--- config.mk ---
export PLATFORM = sky130hd
export DESIGN_NAME = match_sequencer_flat
export DESIGN_NICKNAME = d
export VERILOG_FILES = /design/src/rtl/match_sequencer_if.sv /design/src/rtl/match_sequencer.sv /design/src/flat_wrapper.sv
export SDC_FILE = /design/constraint.sdc
export NUM_CORES = 1
export LEC_CHECK = 0
export ABC_AREA = 1
export BUFFER_PORTS_ARGS = -buffer_cell sky130_fd_sc_hd__buf_2
export CORE_ASPECT_RATIO = 1.2
export CORE_MARGIN = 1
export CORE_UTILIZATION = 55
export CTS_CLUSTER_SIZE = 12
export DETAILED_ROUTE_END_ITERATION = 10
export PLACE_DENSITY = 0.73
export SLEW_MARGIN = 20
export SYNTH_ARGS = -nofsm -noshare
export SYNTH_HDL_FRONTEND = slang
export SYNTH_SLANG_ARGS = --single-unit
--- constraint.sdc ---
create_clock -name clk -period 2.8 [get_ports clk]
set_input_delay 0.42 -clock clk [delete_from_list [all_inputs] [get_ports clk]]
set_output_delay 0.42 -clock clk [all_outputs]
set_load 0.05 [all_outputs]
--- src/rtl/match_sequencer_if.sv ---
// +-----------------------------------------------------------------------------+
// | Module   : match_sequencer_if                                               |
// | Purpose  : Start/goal inputs and score/clock/status outputs of the match    |
// |            sequencer, bundled with master (driver) and slave (DUT) views.   |
// | Revision : 1.0  initial release                                             |
// +-----------------------------------------------------------------------------+
`default_nettype none

interface match_sequencer_if;
    logic       start_btn;
    logic       blue_score_tgl;
    logic       red_score_tgl;
    logic       game_initiated;
    logic       game_over;
    logic [3:0] blue_score;
    logic [3:0] red_score;
    logic [7:0] time_left;
    logic [1:0] winner;
    logic [2:0] phase;

    modport master (
        output start_btn, blue_score_tgl, red_score_tgl,
        input  game_initiated, game_over, blue_score, red_score,
               time_left, winner, phase
    );

    modport slave (
        input  start_btn, blue_score_tgl, red_score_tgl,
        output game_initiated, game_over, blue_score, red_score,
               time_left, winner, phase
    );
endinterface

`default_nettype wire

--- src/rtl/match_sequencer.sv ---
// +-----------------------------------------------------------------------------+
// | Module   : match_sequencer                                                  |
// | Purpose  : Serves the ball, counts goals, runs the match clock and reports  |
// |            the winner. Optional macro GOLDEN_GOAL_EN enables sudden death.  |
// | Revision : 1.0  initial release                                             |
// +-----------------------------------------------------------------------------+
`default_nettype none

module match_sequencer #(
    parameter int CLK_HZ        = 25_000_000,
    parameter int SERVE_DELAY   = 50_000_000,
    parameter int GOAL_PAUSE    = 75_000_000,
    parameter int WIN_SCORE     = 5,
    parameter int MATCH_SECONDS = 90
) (
    input  wire logic          clk,
    input  wire logic          rst_n,
    match_sequencer_if.slave   bus
);

    localparam int c_DLY_MAX = (SERVE_DELAY > GOAL_PAUSE) ? SERVE_DELAY : GOAL_PAUSE;
    localparam int c_DW      = (c_DLY_MAX > 1) ? $clog2(c_DLY_MAX) : 1;
    localparam int c_PW      = (CLK_HZ > 1) ? $clog2(CLK_HZ) : 1;

    localparam logic [c_DW-1:0] c_SERVE_LAST = c_DW'(SERVE_DELAY - 1);
    localparam logic [c_DW-1:0] c_PAUSE_LAST = c_DW'(GOAL_PAUSE - 1);
    localparam logic [c_PW-1:0] c_PRESC_LAST = c_PW'(CLK_HZ - 1);
    localparam logic [3:0]      c_WIN        = 4'(WIN_SCORE);
    localparam logic [7:0]      c_MATCH      = 8'(MATCH_SECONDS);

    localparam logic [2:0] c_IDLE  = 3'd0;
    localparam logic [2:0] c_SERVE = 3'd1;
    localparam logic [2:0] c_PLAY  = 3'd2;
    localparam logic [2:0] c_PAUSE = 3'd3;
    localparam logic [2:0] c_OVER  = 3'd4;

    logic [2:0]      r_state;
    logic [3:0]      r_blue;
    logic [3:0]      r_red;
    logic [7:0]      r_time;
    logic [c_PW-1:0] r_presc;
    logic [c_DW-1:0] r_delay;
    logic            r_blue_q;
    logic            r_red_q;
    logic            r_start_q;

    logic       w_in_play;
    logic       w_goal_b;
    logic       w_goal_r;
    logic       w_goal;
    logic       w_start;
    logic       w_restart;
    logic       w_tick;
    logic [3:0] w_blue_nxt;
    logic [3:0] w_red_nxt;
    logic [7:0] w_time_nxt;
    logic       w_win;
    logic       w_expired;
    logic       w_level;
    logic [2:0] w_state_nxt;

    // Goal edges only count while the ball is live
    assign w_in_play  = (r_state == c_PLAY);
    assign w_goal_b   = w_in_play & (bus.blue_score_tgl ^ r_blue_q);
    assign w_goal_r   = w_in_play & (bus.red_score_tgl ^ r_red_q);
    assign w_goal     = w_goal_b | w_goal_r;
    assign w_start    = bus.start_btn & ~r_start_q;
    assign w_restart  = w_start & ((r_state == c_IDLE) | (r_state == c_OVER));
    assign w_tick     = w_in_play & (r_presc == c_PRESC_LAST);

    assign w_blue_nxt = (w_goal_b && r_blue != 4'hF) ? r_blue + 4'd1 : r_blue;
    assign w_red_nxt  = (w_goal_r && r_red != 4'hF) ? r_red + 4'd1 : r_red;
    assign w_time_nxt = (w_tick && r_time != 8'd0) ? r_time - 8'd1 : r_time;

    assign w_win      = w_goal & ((w_blue_nxt >= c_WIN) | (w_red_nxt >= c_WIN));
    assign w_expired  = (w_time_nxt == 8'd0);
    assign w_level    = (w_blue_nxt == w_red_nxt);

    always_comb begin
        w_state_nxt = r_state;
        case (r_state)
            c_IDLE: begin
                if (w_start) w_state_nxt = c_SERVE;
            end
            c_SERVE: begin
                if (r_delay == c_SERVE_LAST) w_state_nxt = c_PLAY;
            end
            c_PLAY: begin
                if (w_win) begin
                    w_state_nxt = c_OVER;
                end else if (w_expired) begin
`ifdef GOLDEN_GOAL_EN
                    // Level at zero time means sudden death: keep playing
                    if (!w_level) w_state_nxt = c_OVER;
`else
                    w_state_nxt = c_OVER;
`endif
                end else if (w_goal) begin
                    w_state_nxt = c_PAUSE;
                end
            end
            c_PAUSE: begin
                if (r_delay == c_PAUSE_LAST) w_state_nxt = c_SERVE;
            end
            c_OVER: begin
                if (w_start) w_state_nxt = c_SERVE;
            end
            default: w_state_nxt = c_IDLE;
        endcase
    end

    always_ff @(posedge clk) begin
        // History follows the inputs even in reset so no edge appears afterwards
        r_blue_q  <= bus.blue_score_tgl;
        r_red_q   <= bus.red_score_tgl;
        r_start_q <= bus.start_btn;

        if (!rst_n) begin
            r_state <= c_IDLE;
            r_blue  <= 4'd0;
            r_red   <= 4'd0;
            r_time  <= c_MATCH;
            r_presc <= '0;
            r_delay <= '0;
        end else begin
            r_state <= w_state_nxt;

            if (w_restart) begin
                r_blue <= 4'd0;
                r_red  <= 4'd0;
                r_time <= c_MATCH;
            end else begin
                r_blue <= w_blue_nxt;
                r_red  <= w_red_nxt;
                r_time <= w_time_nxt;
            end

            if (w_in_play) begin
                r_presc <= w_tick ? '0 : r_presc + c_PW'(1);
            end

            if (r_state == c_SERVE) begin
                r_delay <= (r_delay == c_SERVE_LAST) ? '0 : r_delay + c_DW'(1);
            end else if (r_state == c_PAUSE) begin
                r_delay <= (r_delay == c_PAUSE_LAST) ? '0 : r_delay + c_DW'(1);
            end
        end
    end

    assign bus.game_initiated = (r_state == c_SERVE) && (r_delay == c_SERVE_LAST);
    assign bus.game_over      = (r_state == c_IDLE) || (r_state == c_OVER);
    assign bus.blue_score     = r_blue;
    assign bus.red_score      = r_red;
    assign bus.time_left      = r_time;
    assign bus.phase          = r_state;
    assign bus.winner         = (r_state != c_OVER) ? 2'b00 :
                                (r_blue > r_red)    ? 2'b01 :
                                (r_red > r_blue)    ? 2'b10 : 2'b11;

endmodule

`default_nettype wire
--- src/flat_wrapper.sv ---
// flat-port wrapper written by rule: the top's interface ports become plain ports
module match_sequencer_flat 
#(
    parameter int CLK_HZ        = 25_000_000,
    parameter int SERVE_DELAY   = 50_000_000,
    parameter int GOAL_PAUSE    = 75_000_000,
    parameter int WIN_SCORE     = 5,
    parameter int MATCH_SECONDS = 90
)
  (clk, rst_n, bus_start_btn, bus_blue_score_tgl, bus_red_score_tgl, bus_game_initiated, bus_game_over, bus_blue_score, bus_red_score, bus_time_left, bus_winner, bus_phase);
  match_sequencer_if bus_i ();
  input  wire logic clk;
  input  wire logic rst_n;
  input wire logic [$bits(bus_i.start_btn)-1:0] bus_start_btn;
  input wire logic [$bits(bus_i.blue_score_tgl)-1:0] bus_blue_score_tgl;
  input wire logic [$bits(bus_i.red_score_tgl)-1:0] bus_red_score_tgl;
  output wire logic [$bits(bus_i.game_initiated)-1:0] bus_game_initiated;
  output wire logic [$bits(bus_i.game_over)-1:0] bus_game_over;
  output wire logic [$bits(bus_i.blue_score)-1:0] bus_blue_score;
  output wire logic [$bits(bus_i.red_score)-1:0] bus_red_score;
  output wire logic [$bits(bus_i.time_left)-1:0] bus_time_left;
  output wire logic [$bits(bus_i.winner)-1:0] bus_winner;
  output wire logic [$bits(bus_i.phase)-1:0] bus_phase;
  assign bus_i.start_btn = bus_start_btn;
  assign bus_i.blue_score_tgl = bus_blue_score_tgl;
  assign bus_i.red_score_tgl = bus_red_score_tgl;
  assign bus_game_initiated = bus_i.game_initiated;
  assign bus_game_over = bus_i.game_over;
  assign bus_blue_score = bus_i.blue_score;
  assign bus_red_score = bus_i.red_score;
  assign bus_time_left = bus_i.time_left;
  assign bus_winner = bus_i.winner;
  assign bus_phase = bus_i.phase;
  match_sequencer #(.CLK_HZ(CLK_HZ), .SERVE_DELAY(SERVE_DELAY), .GOAL_PAUSE(GOAL_PAUSE), .WIN_SCORE(WIN_SCORE), .MATCH_SECONDS(MATCH_SECONDS)) u_core (.clk(clk), .rst_n(rst_n), .bus(bus_i));
endmodule
[Word level (Yosys, flattened, before mapping)]
Cells that the tools add are included.
Operators by class
  shift-type cells: 0
  $lt $le $gt $ge: 4
  eq/ne operators: 14
  bitwise logic cells: 13
  reduce and logical (&&, ||, !) cells: 12
  multiplexer cells: 18
  multipliers: 0
  add/sub/neg operators: 5
  div/mod/pow operators: 0
Operator list (number)
  $mux 27: 4
  $add 27x1->27 const B: 1
  $eq 27x26->1 const B: 1
  $eq 27x27->1 const B: 1
  $add 25x1->25 const B: 1
  $eq 25x25->1 const B: 1
  $mux 25: 1
  $mux 3: 6
  $ne 4x4->1 const B: 3
  $pmux 3 s4: 1
  $add 4x1->4 const B: 2
  $ge 4x3->1 const B: 2
  $gt 4x4->1: 2
  $logic_not 8->1: 1
  $mux 4: 2
  $mux 8: 1
  $reduce_bool 8->1: 1
  $sub 8x1->8 const B: 1
  $and 1x1->1: 6
  $eq 3x2->1 const B: 2
  $ne 2x1->1 const B: 3
  $logic_and 1x1->1: 4
  $mux 2: 2
  $reduce_and 4->1: 1
  other kinds (11): 16
Word-level totals
  flip-flop bits (word level): 74
  output and inout bits: 23
  bits in latches: 0
  bits in read-only memories: 0
  logic and storage cells: 75
  memory bits (writable): 0
  input port bits: 5
  memories kept: 0

[Depth between registers and ports, before layout]
Gate-level depths: netlist of the first run.
  depth in word-level cells: 9
  mapped depth: 17
  mapped depth without buffers: 17

[Least setup slack after synthesis of the first run]
OpenSTA, ideal clock, no wires.
  path type: flip-flop to output port
  from: reg u_core.r_red[3], in the netlist u_core.bus.red_score[3]
  to: out bus_winner[1]
  stages on the path, launching flop included: 8
  path buffers: 0
  path slack: 0.090 ns
  data arrival time: 2.290 ns
  data required time: 2.380 ns
  path through: dfxtp_1 > inv_1 > ha_1 > nand2_1 > inv_1 > a221oi_1 > a31oi_1 > nor2_1
On the way
  longest elaborated chain between the ends: 3
Ends and longest elaborated chain
  start, declared: RTL line match_sequencer.sv:39  | logic [3:0] r_red;
  start signal, assigned: RTL line match_sequencer.sv:134  | r_red <= w_red_nxt;
  $gt 4x4->1: RTL line match_sequencer.sv:157  | (r_blue > r_red) ? 2'b01 :
  $mux 2: RTL line match_sequencer.sv:157
  $mux 2: RTL line match_sequencer.sv:156  | assign bus.winner = (r_state != c_OVER) ? 2'b00 :
  end, declared: RTL line flat_wrapper.sv:22  | output wire logic [$bits(bus_i.winner)-1:0] bus_winner;
Every way passes these cells.

[Final worst setup path of the first run]
Same ends and word-level chain as after synthesis.

==> flow_summary.ini, run 1 <==
[outcome]
outcome = finished clean

[timing]
finalHoldViolCount = 0
finalMaxSlewViolations = 0
period_needed_ps = 2442
tns_ps = 0
slew_headroom_pct = 71.23
skew_ps = 6.050
worst-slew-pin-transition_ps = 429.5
setup-violations-final = 0
max_freq_ghz = 0.4095
post-route-period-util_pct = 87.21
grt_setup_unrepaired = false

[setup_path]
path_max_fanout = 3
crit_buf_inv = 3
r2r_cells = 14
rrSetupSlack_ps = 560
slowest_delay_ps = 350
crit_family = buffers and inverters
required_ps = 2380
crit_chain = inv_1 > ha_1 > nand2_1 > inv_1 > a221oi_1 > a31oi_1 > nor2_1 > buf_2
cp-end-kind = output port
crit_path_top_delay_cell = dfxtp_1
r2r_end = u_core.bus.phase[1]
path_common_cell = inv_1
crit_type = register to output port
regToRegStartpoint = u_core.bus.phase[1]
start_kind = register
worstPathArrival_ps = 2020

[cells_and_area]
n_antenna_cell = 0
syn2layout_area_growth_pct = 9.468
num-nets-final = 652
drive_above_1_share_pct = 16.85

[synth]
synth-seq-cells = 74
yosysSeqAreaShare_pct = 34.60
yosysTopAreaCell = dfxtp_1
ys_warn_count = 0
synth_most_common_cell = nand2_1
synth_ff_type = dfxtp_1
syn_avg_cell_area_um2 = 7.101
synth_nets = 618
synth_top_area_share_pct = 34.60
synthTopCellsByArea = dfxtp_1, nand2_1, nor2_1, inv_1, nand3_1
async_flop_share_pct = 0
synth_edf_count = 0
syn_area_um2 = 4282
synth_cells = 603
synth.distinct_cells = 47
ys_top_cells_by_count = nand2_1, nor2_1, inv_1

[route]
routed-via-count = 3929
post_drt_wl_per_cell_um = 13.00
drt_pass1_iterations = 4
drc = 0
drt-total-wl_um = 9502
drt_iter0_markers = 164
vias_per_cell = 5.375
ant_nets = 0

[worst_hold_path]
hp-start = bus_red_score_tgl
min_to = u_core.r_red_q
holdPathStages = 1
worstHoldPathType = input pin to register

[clock_tree]
numCtsBuffers = 9
clock-sinks = 74
cts_setup_buffers = 0
clk_pin_slew_ps = 70
h-tree-depth = 3
cts-resized-gates = 0
cts_tree = built
clk-insertion-delay-late_ps = 350
clockRootBuffer = clkbuf_8
hold_buffers = 0
ctsLongestPathBuffers = 2

[floorplanning]
die-width_um = 82.55
rows = 34
dieArea_um2 = 8143
num_io_pins = 28
die_y_um = 98.65
core_um2 = 7402
start_util_pct = 57.84

[placement]
port-buffer-count = 27
hpwl_um = 7213
place_congestion = 0.9167

[power]
p_leak_nw = 1.923
max-vdd-ir-drop_mv = 0.3164
powerDensity_nw_per_um2 = 499.0
total_power_w = 0.002339

[job]
maxCapViolCount = 0

[grt]
first_global_vias = 3736
grt_start_max_net_pins = 19
grt_pass1_wl_um = 16220
grt_overflow = 0
grt_util_all_layers_pct = 25.90
antenna_found_initial = 0
-- per-layer routing --
| metal | GRT usage (%) | up-vias | routed length, µm |
|---|---|---|---|
| li1 | - | 2012 | - |
| met1 | 29.15 | 1791 | 4063 |
| met2 | 44.69 | 89 | 4735 |
| met3 | 4.352 | 37 | 326 |
| met4 | 15.25 | 0 | 377 |
| met5 | 0 | - | 0 |
-- power breakdown --
group          switching, W  total (W)  internal [W]
combinational      0.000298   0.000404      0.000106
sequential        0.0000421    0.00112       0.00108
clock              0.000383   0.000812      0.000429
total              0.000722    0.00234       0.00162
-- flip-flops by register name, summed over array words and instances (netlist names) --
| register | flops |
|---|---|
| u_core.r_delay | 27 |
| u_core.r_presc | 25 |
| u_core.bus.time_left | 8 |
| u_core.bus.blue_score | 4 |
| u_core.bus.red_score | 4 |
| u_core.bus.phase | 3 |
| u_core.r_blue_q | 1 |
| u_core.r_red_q | 1 |
| u_core.r_start_q | 1 |
-- stage by stage --
step	setup WS (ps)	hold slack, ps	cell area [µm²]	instances	util (%)
floorplan	90.45	439.3	4282	603	-
global placement	686.9	450.1	4502	716	60.82
detailed placement	618.9	459.4	4502	716	60.82
CTS	351.7	182.7	4687	731	63.32
global route	231.5	175.9	4687	731	63.32
finish	358.0	196.3	4687	731	63.32
-- cells by family after synthesis --
family / after synthesis / share of synthesized area [%]
adders and majority gates: 10 / 2.922
xor gates and xnor gates: 22 / 4.500
buffers and inverters: 100 / 9.264
and+or+nand+nor: 327 / 38.63
DFF: 74 / 34.60
AOI/OAI and AO/OA: 70 / 10.08
-- layout make-up --
class,instances,area [µm²]
clock buffer,12,145.1
multi-input combinational,429,2404
timing repair buffer,29,150.1
tap,90,112.6
fill,670,2715
inverter,94,354.1
clock inverter,3,40.04
sequential,74,1481
-- worst register-to-register path: cells and delay by family (launching register included) --
family,cells,cell delay (ps)
and+or+nand+nor,13,1550
DFF,1,500
AOI/OAI and AO/OA,1,120
-- how the worst max path moves through the flow --
stage / to / slack [ps] / depth (start not counted) / start
6_report: bus_winner[1] / 360 / 8 / u_core.bus.red_score[3]
4_1_cts: bus_winner[1] / 350 / 8 / u_core.bus.red_score[3]
3_5_place_dp: u_core.r_delay[24] / 620 / 11 / u_core.r_delay[0]
5_1_grt: bus_game_initiated / 230 / 7 / u_core.r_delay[21]
2_1_floorplan: bus_winner[1] / 90 / 7 / u_core.bus.red_score[3]
3_3_place_gp: u_core.bus.phase[0] / 690 / 14 / u_core.bus.phase[1]
-- cells in the final DEF, fill, tap and decap left out, types with 3 or more instances in the layout --
master / Yosys / routed
nand2_1: 110 / 110
nor2_1: 86 / 86
inv_1: 82 / 82
dfxtp_1: 74 / 74
nand3_1: 37 / 37
buf_2: 0 / 27
a21oi_1: 26 / 26
nor3_1: 17 / 17
o21ai_0: 17 / 17
xor2_1: 17 / 17
nand4_1: 14 / 14
nor2_2: 12 / 12
nand2_2: 12 / 12
ha_1: 10 / 10
clkbuf_8: 0 / 10
inv_2: 9 / 9
nor2_4: 8 / 8
nor4_1: 7 / 7
o21a_1: 5 / 5
xnor2_1: 5 / 5
a211oi_1: 5 / 5
nand3_2: 5 / 5
a31oi_1: 4 / 4
nor3_2: 3 / 3
nand3_4: 3 / 3
clkinv_2: 1 / 3
No activity file was read; power rests on OpenSTA's default activity.
==> run 2, diff against run 1 <==
Settings changed: BUFFER_PORTS_ARGS -buffer_cell sky130_fd_sc_hd__buf_2 to -buffer_cell sky130_fd_sc_hd__buf_4.
==> flow_summary.ini, run 2 (same netlist as run 1, synthesis figures left out) <==
[outcome]
outcome = finished clean

[cells_and_area]
final_area_um2 = 4765
syn2layout_area_growth_pct = 11.28
num-nets-final = 652
largest_reg_flops = 27
drive_above_1_share_pct = 17.13
final_cell_mix = nand2_1, nor2_1, inv_1
top_register = u_core.r_delay
stdcell_count = 732
n_antenna_cell = 0
layout_commonest_cell = nand2_1

[clock_tree]
ctsLongestPathBuffers = 2
cts-resized-gates = 0
clk-insertion-delay-late_ps = 350
hold_buffers = 0
numCtsBuffers = 9
cts_tree = built
clockRootBuffer = clkbuf_8
h-tree-depth = 3
clk_pin_slew_ps = 80
clock-sinks = 74
cts_setup_buffers = 0

[timing]
whs_ps = 188.3
post-route-period-util_pct = 84.89
max_freq_ghz = 0.4207
slew_headroom_pct = 61.27
grt_setup_unrepaired = false
finalMaxSlewViolations = 0
setup-violations-final = 0
period_needed_ps = 2377
worst-slew-pin-transition_ps = 578.3
finalHoldViolCount = 0
tns_ps = 0
skew_ps = 10.98
fin_ws_ps = 423.1

[floorplanning]
die_y_um = 98.65
core_um2 = 7402
rows = 34
die-width_um = 82.55
dieArea_um2 = 8143
start_util_pct = 57.84
num_io_pins = 28

[route]
routed-via-count = 3903
drt_pass1_iterations = 4
vias_per_cell = 5.332
drt_iter0_markers = 128
drc = 0
ant_nets = 0
drt-total-wl_um = 9435
post_drt_wl_per_cell_um = 12.89

[power]
max-vdd-ir-drop_mv = 0.4952
p_leak_nw = 1.941
powerDensity_nw_per_um2 = 497.2

[placement]
port-buffer-count = 27
place_inst = 716
pre_cts_ws_ps = 592.5
placed_area_um2 = 4569
hpwl_um = 7363
place_congestion = 0.9206

[worst_hold_path]
worstHoldPathType = input pin to register

[grt]
grt_util_all_layers_pct = 25.89
first_global_vias = 3873
grt_pass1_wl_um = 16260
antenna_found_initial = 0
grt_start_max_net_pins = 19
grt_overflow = 0

[setup_path]
r2r_cells = 14
regToRegStartpoint = u_core.bus.phase[1]
cp-startpoint = u_core.bus.red_score[3]
cp-end-kind = output port
required_ps = 2380
start_kind = register
r2r_end = u_core.bus.phase[1]
crit_type = register to output port
worstPathArrival_ps = 1960
rrSetupSlack_ps = 540
endpoint = bus_winner[1]
path_max_fanout = 3

[job]
maxCapViolCount = 0
[run 2: worst min path at each step]
stage | startpoint | end | slack (ps) | cells after the start
5_1_grt | bus_start_btn | u_core.r_start_q | 160 | 1
2_1_floorplan | u_core.r_presc[24] | u_core.r_presc[24] | 440 | 2
6_report | bus_start_btn | u_core.r_start_q | 190 | 1
4_1_cts | bus_start_btn | u_core.r_start_q | 170 | 1
3_5_place_dp | u_core.r_presc[24] | u_core.r_presc[24] | 450 | 2
3_3_place_gp | u_core.r_presc[24] | u_core.r_presc[24] | 450 | 2
[run 2: routing by layer]
layer	vias up	track usage, %	part of all wire (%)
li1	2019	-	-
met1	1783	27.74	41
met2	69	45.33	52
met3	32	7.315	3.6
met4	0	12.86	3.4
met5	-	0	0
[run 2: power breakdown]
part	internal (W)	switching (W)
logic	0.000121	0.000297
registers	0.00108	0.0000430
clock network	0.000433	0.000394
total	0.00163	0.000734
[run 2: per-stage QoR]
| stage | total power [W] | util [%] |
|---|---|---|
| 2_1_floorplan | 0.001460 | - |
| 3_3_place_gp | 0.001558 | 61.73 |
| 3_5_place_dp | 0.001568 | 61.73 |
| 4_1_cts | 0.002395 | 64.37 |
| 5_1_grt | 0.002490 | 64.37 |
| 6_report | 0.002369 | 64.37 |
[run 2: worst max-delay path: stages (launching register included)]
cell	delay, ps
dfxtp_1	360
inv_1	110
ha_1	320
nand2_1	70
inv_1	50
a221oi_1	330
a31oi_1	70
nor2_1	100
buf_4	200
[run 2: cell type report]
cell class	instances	area [µm²]
clock buffers	11	141.4
clock inverters	5	53.80
fillers	691	2638
inverters	94	354.1
multi-input cells	429	2404
flip-flops and latches	74	1481
well taps	90	112.6
repair buffers	29	217.7
==> run 3, diff against run 2 <==
Settings changed: PLACE_DENSITY 0.73 to 0.76.
Clock period 2.8 ns to 2.15 ns, I/O delays scaled along.
==> flow_summary.ini, run 3 (same netlist as run 1, synthesis figures left out) <==
[outcome]
outcome = finished clean

[floorplanning]
die_y_um = 98.65
die-width_um = 82.55
start_util_pct = 57.84
dieArea_um2 = 8143
core_um2 = 7402
num_io_pins = 28
rows = 34

[setup_path]
worstPathArrival_ps = 1760
crit_path_top_delay_cell = dfxtp_2
crit_chain = nand2_1 > nor2_2 > inv_2 > nor3_2 > nand4_1 > nor2_2 > buf_6
r2r_cells = 9
path_max_fanout = 4
crit_type = register to output port
start_kind = register
cp-end-kind = output port
path_common_cell = nor2_2
required_ps = 1830
slowest_delay_ps = 370

[power]
total_power_w = 0.003458
p_leak_nw = 2.177
max-vdd-ir-drop_mv = 0.4454
powerDensity_nw_per_um2 = 652.5

[route]
drt_iter0_markers = 125
drt_pass1_iterations = 4
drt-total-wl_um = 10450
post_drt_wl_per_cell_um = 13.71
vias_per_cell = 5.375
routed-via-count = 4096
drc = 0
ant_nets = 0

[clock_tree]
ctsLongestPathBuffers = 2
cts_tree = built
clk_pin_slew_ps = 70
clockRootBuffer = clkbuf_8
hold_buffers = 0
h-tree-depth = 3
numCtsBuffers = 9
clock-sinks = 74
clk-insertion-delay-late_ps = 350

[grt]
grt_pass1_wl_um = 16300
grt_overflow = 0
grt_util_all_layers_pct = 26.13
antenna_found_initial = 0
grt_start_max_net_pins = 14
first_global_vias = 3727

[cells_and_area]
drive_above_1_share_pct = 30.21
n_antenna_cell = 0
final_cell_mix = nand2_1, nor2_1, inv_1
largest_reg_flops = 27
layout_commonest_cell = nand2_1
top_register = u_core.r_delay
post-route-util_pct = 71.60
syn2layout_area_growth_pct = 23.79
num-nets-final = 682

[timing]
slew_headroom_pct = 59.90
finalHoldViolCount = 0
max_freq_ghz = 0.4803
post-route-period-util_pct = 96.83
worst-slew-pin-transition_ps = 596.0
finalMaxSlewViolations = 0
skew_ps = 8.772
setup-violations-final = 0
period_needed_ps = 2082

[placement]
place_congestion = 0.9337
hpwl_um = 7573
port-buffer-count = 27

[job]
maxCapViolCount = 0

[worst_hold_path]
worstHoldPathType = input pin to register
holdPathStages = 1
run 3: cell count changes in the layout (fill, tap and decap cells not counted), sizes merged:
cell	previous run	this run
buf	29	57
bufinv	1	3
clkbuf	11	12
clkinv	7	4
nor2	108	110
run 3: path summary, 6_finish.rpt:
check	start	to	slack, ps
worst max-delay path	u_core.r_delay[21]	bus_game_initiated	70
worst min-delay path	bus_blue_score_tgl	u_core.r_blue_q	90
worst max register to register	u_core.r_delay[17]	u_core.r_delay[20]	130
worst min register to register	u_core.r_presc[24]	u_core.r_presc[24]	480
run 3: power breakdown:
part           switching, W  leakage (nW)  internal (W)
clock network      0.000520         0.121      0.000806
registers         0.0000490         0.612       0.00141
logic              0.000444          1.44      0.000229
total               0.00101          2.18       0.00245
run 3: timing repair:
item / CTS / global route
buffers inserted: 3 / 17
endpoints found under the setup margin: 3 / 27
pin swaps: 2 / 24
gates cloned: 0 / 2
resized for setup: 11 / 65
run 3: stage by stage:
| step | instances | setup WS [ps] | cell area, µm² | TNS [ps] | hold slack, ps |
|---|---|---|---|---|---|
| floorplan | 603 | -31.61 | 4303 | -61.60 | 350.2 |
| global placement | 724 | 104.0 | 4651 | 0 | 444.1 |
| detailed placement | 724 | 57.84 | 4651 | 0 | 445.6 |
| CTS | 743 | 9.880 | 4974 | 0 | 71.36 |
| global route | 762 | -17.76 | 5300 | -76.73 | 71.83 |
| finish | 762 | 68.16 | 5300 | 0 | 89.62 |
run 3: metal layers:
layer	vias to the layer above	track usage (%)	routed length, µm
met1	1894	29.15	4204
met3	33	3.981	342
met2	89	46.66	5522
met4	0	13.26	381
li1	2080	-	-
met5	-	0	0
run 3: final cells by class:
class | count | area (µm²)
Fill cell | 598 | 2102
Tap cell | 90 | 112.6
Clock buffer | 12 | 145.1
Sequential cell | 74 | 1523
Inverter | 94 | 359.1
Clock inverter | 4 | 98.84
Timing Repair Buffer | 57 | 451.7
Multi-Input combinational cell | 431 | 2610
run 3: worst max-delay path: cells and delay by family (launching register included):
kind | cells | cell delay (ps)
buffers and inverters | 2 | 250
DFF | 1 | 370
and+or+nand+nor | 5 | 800
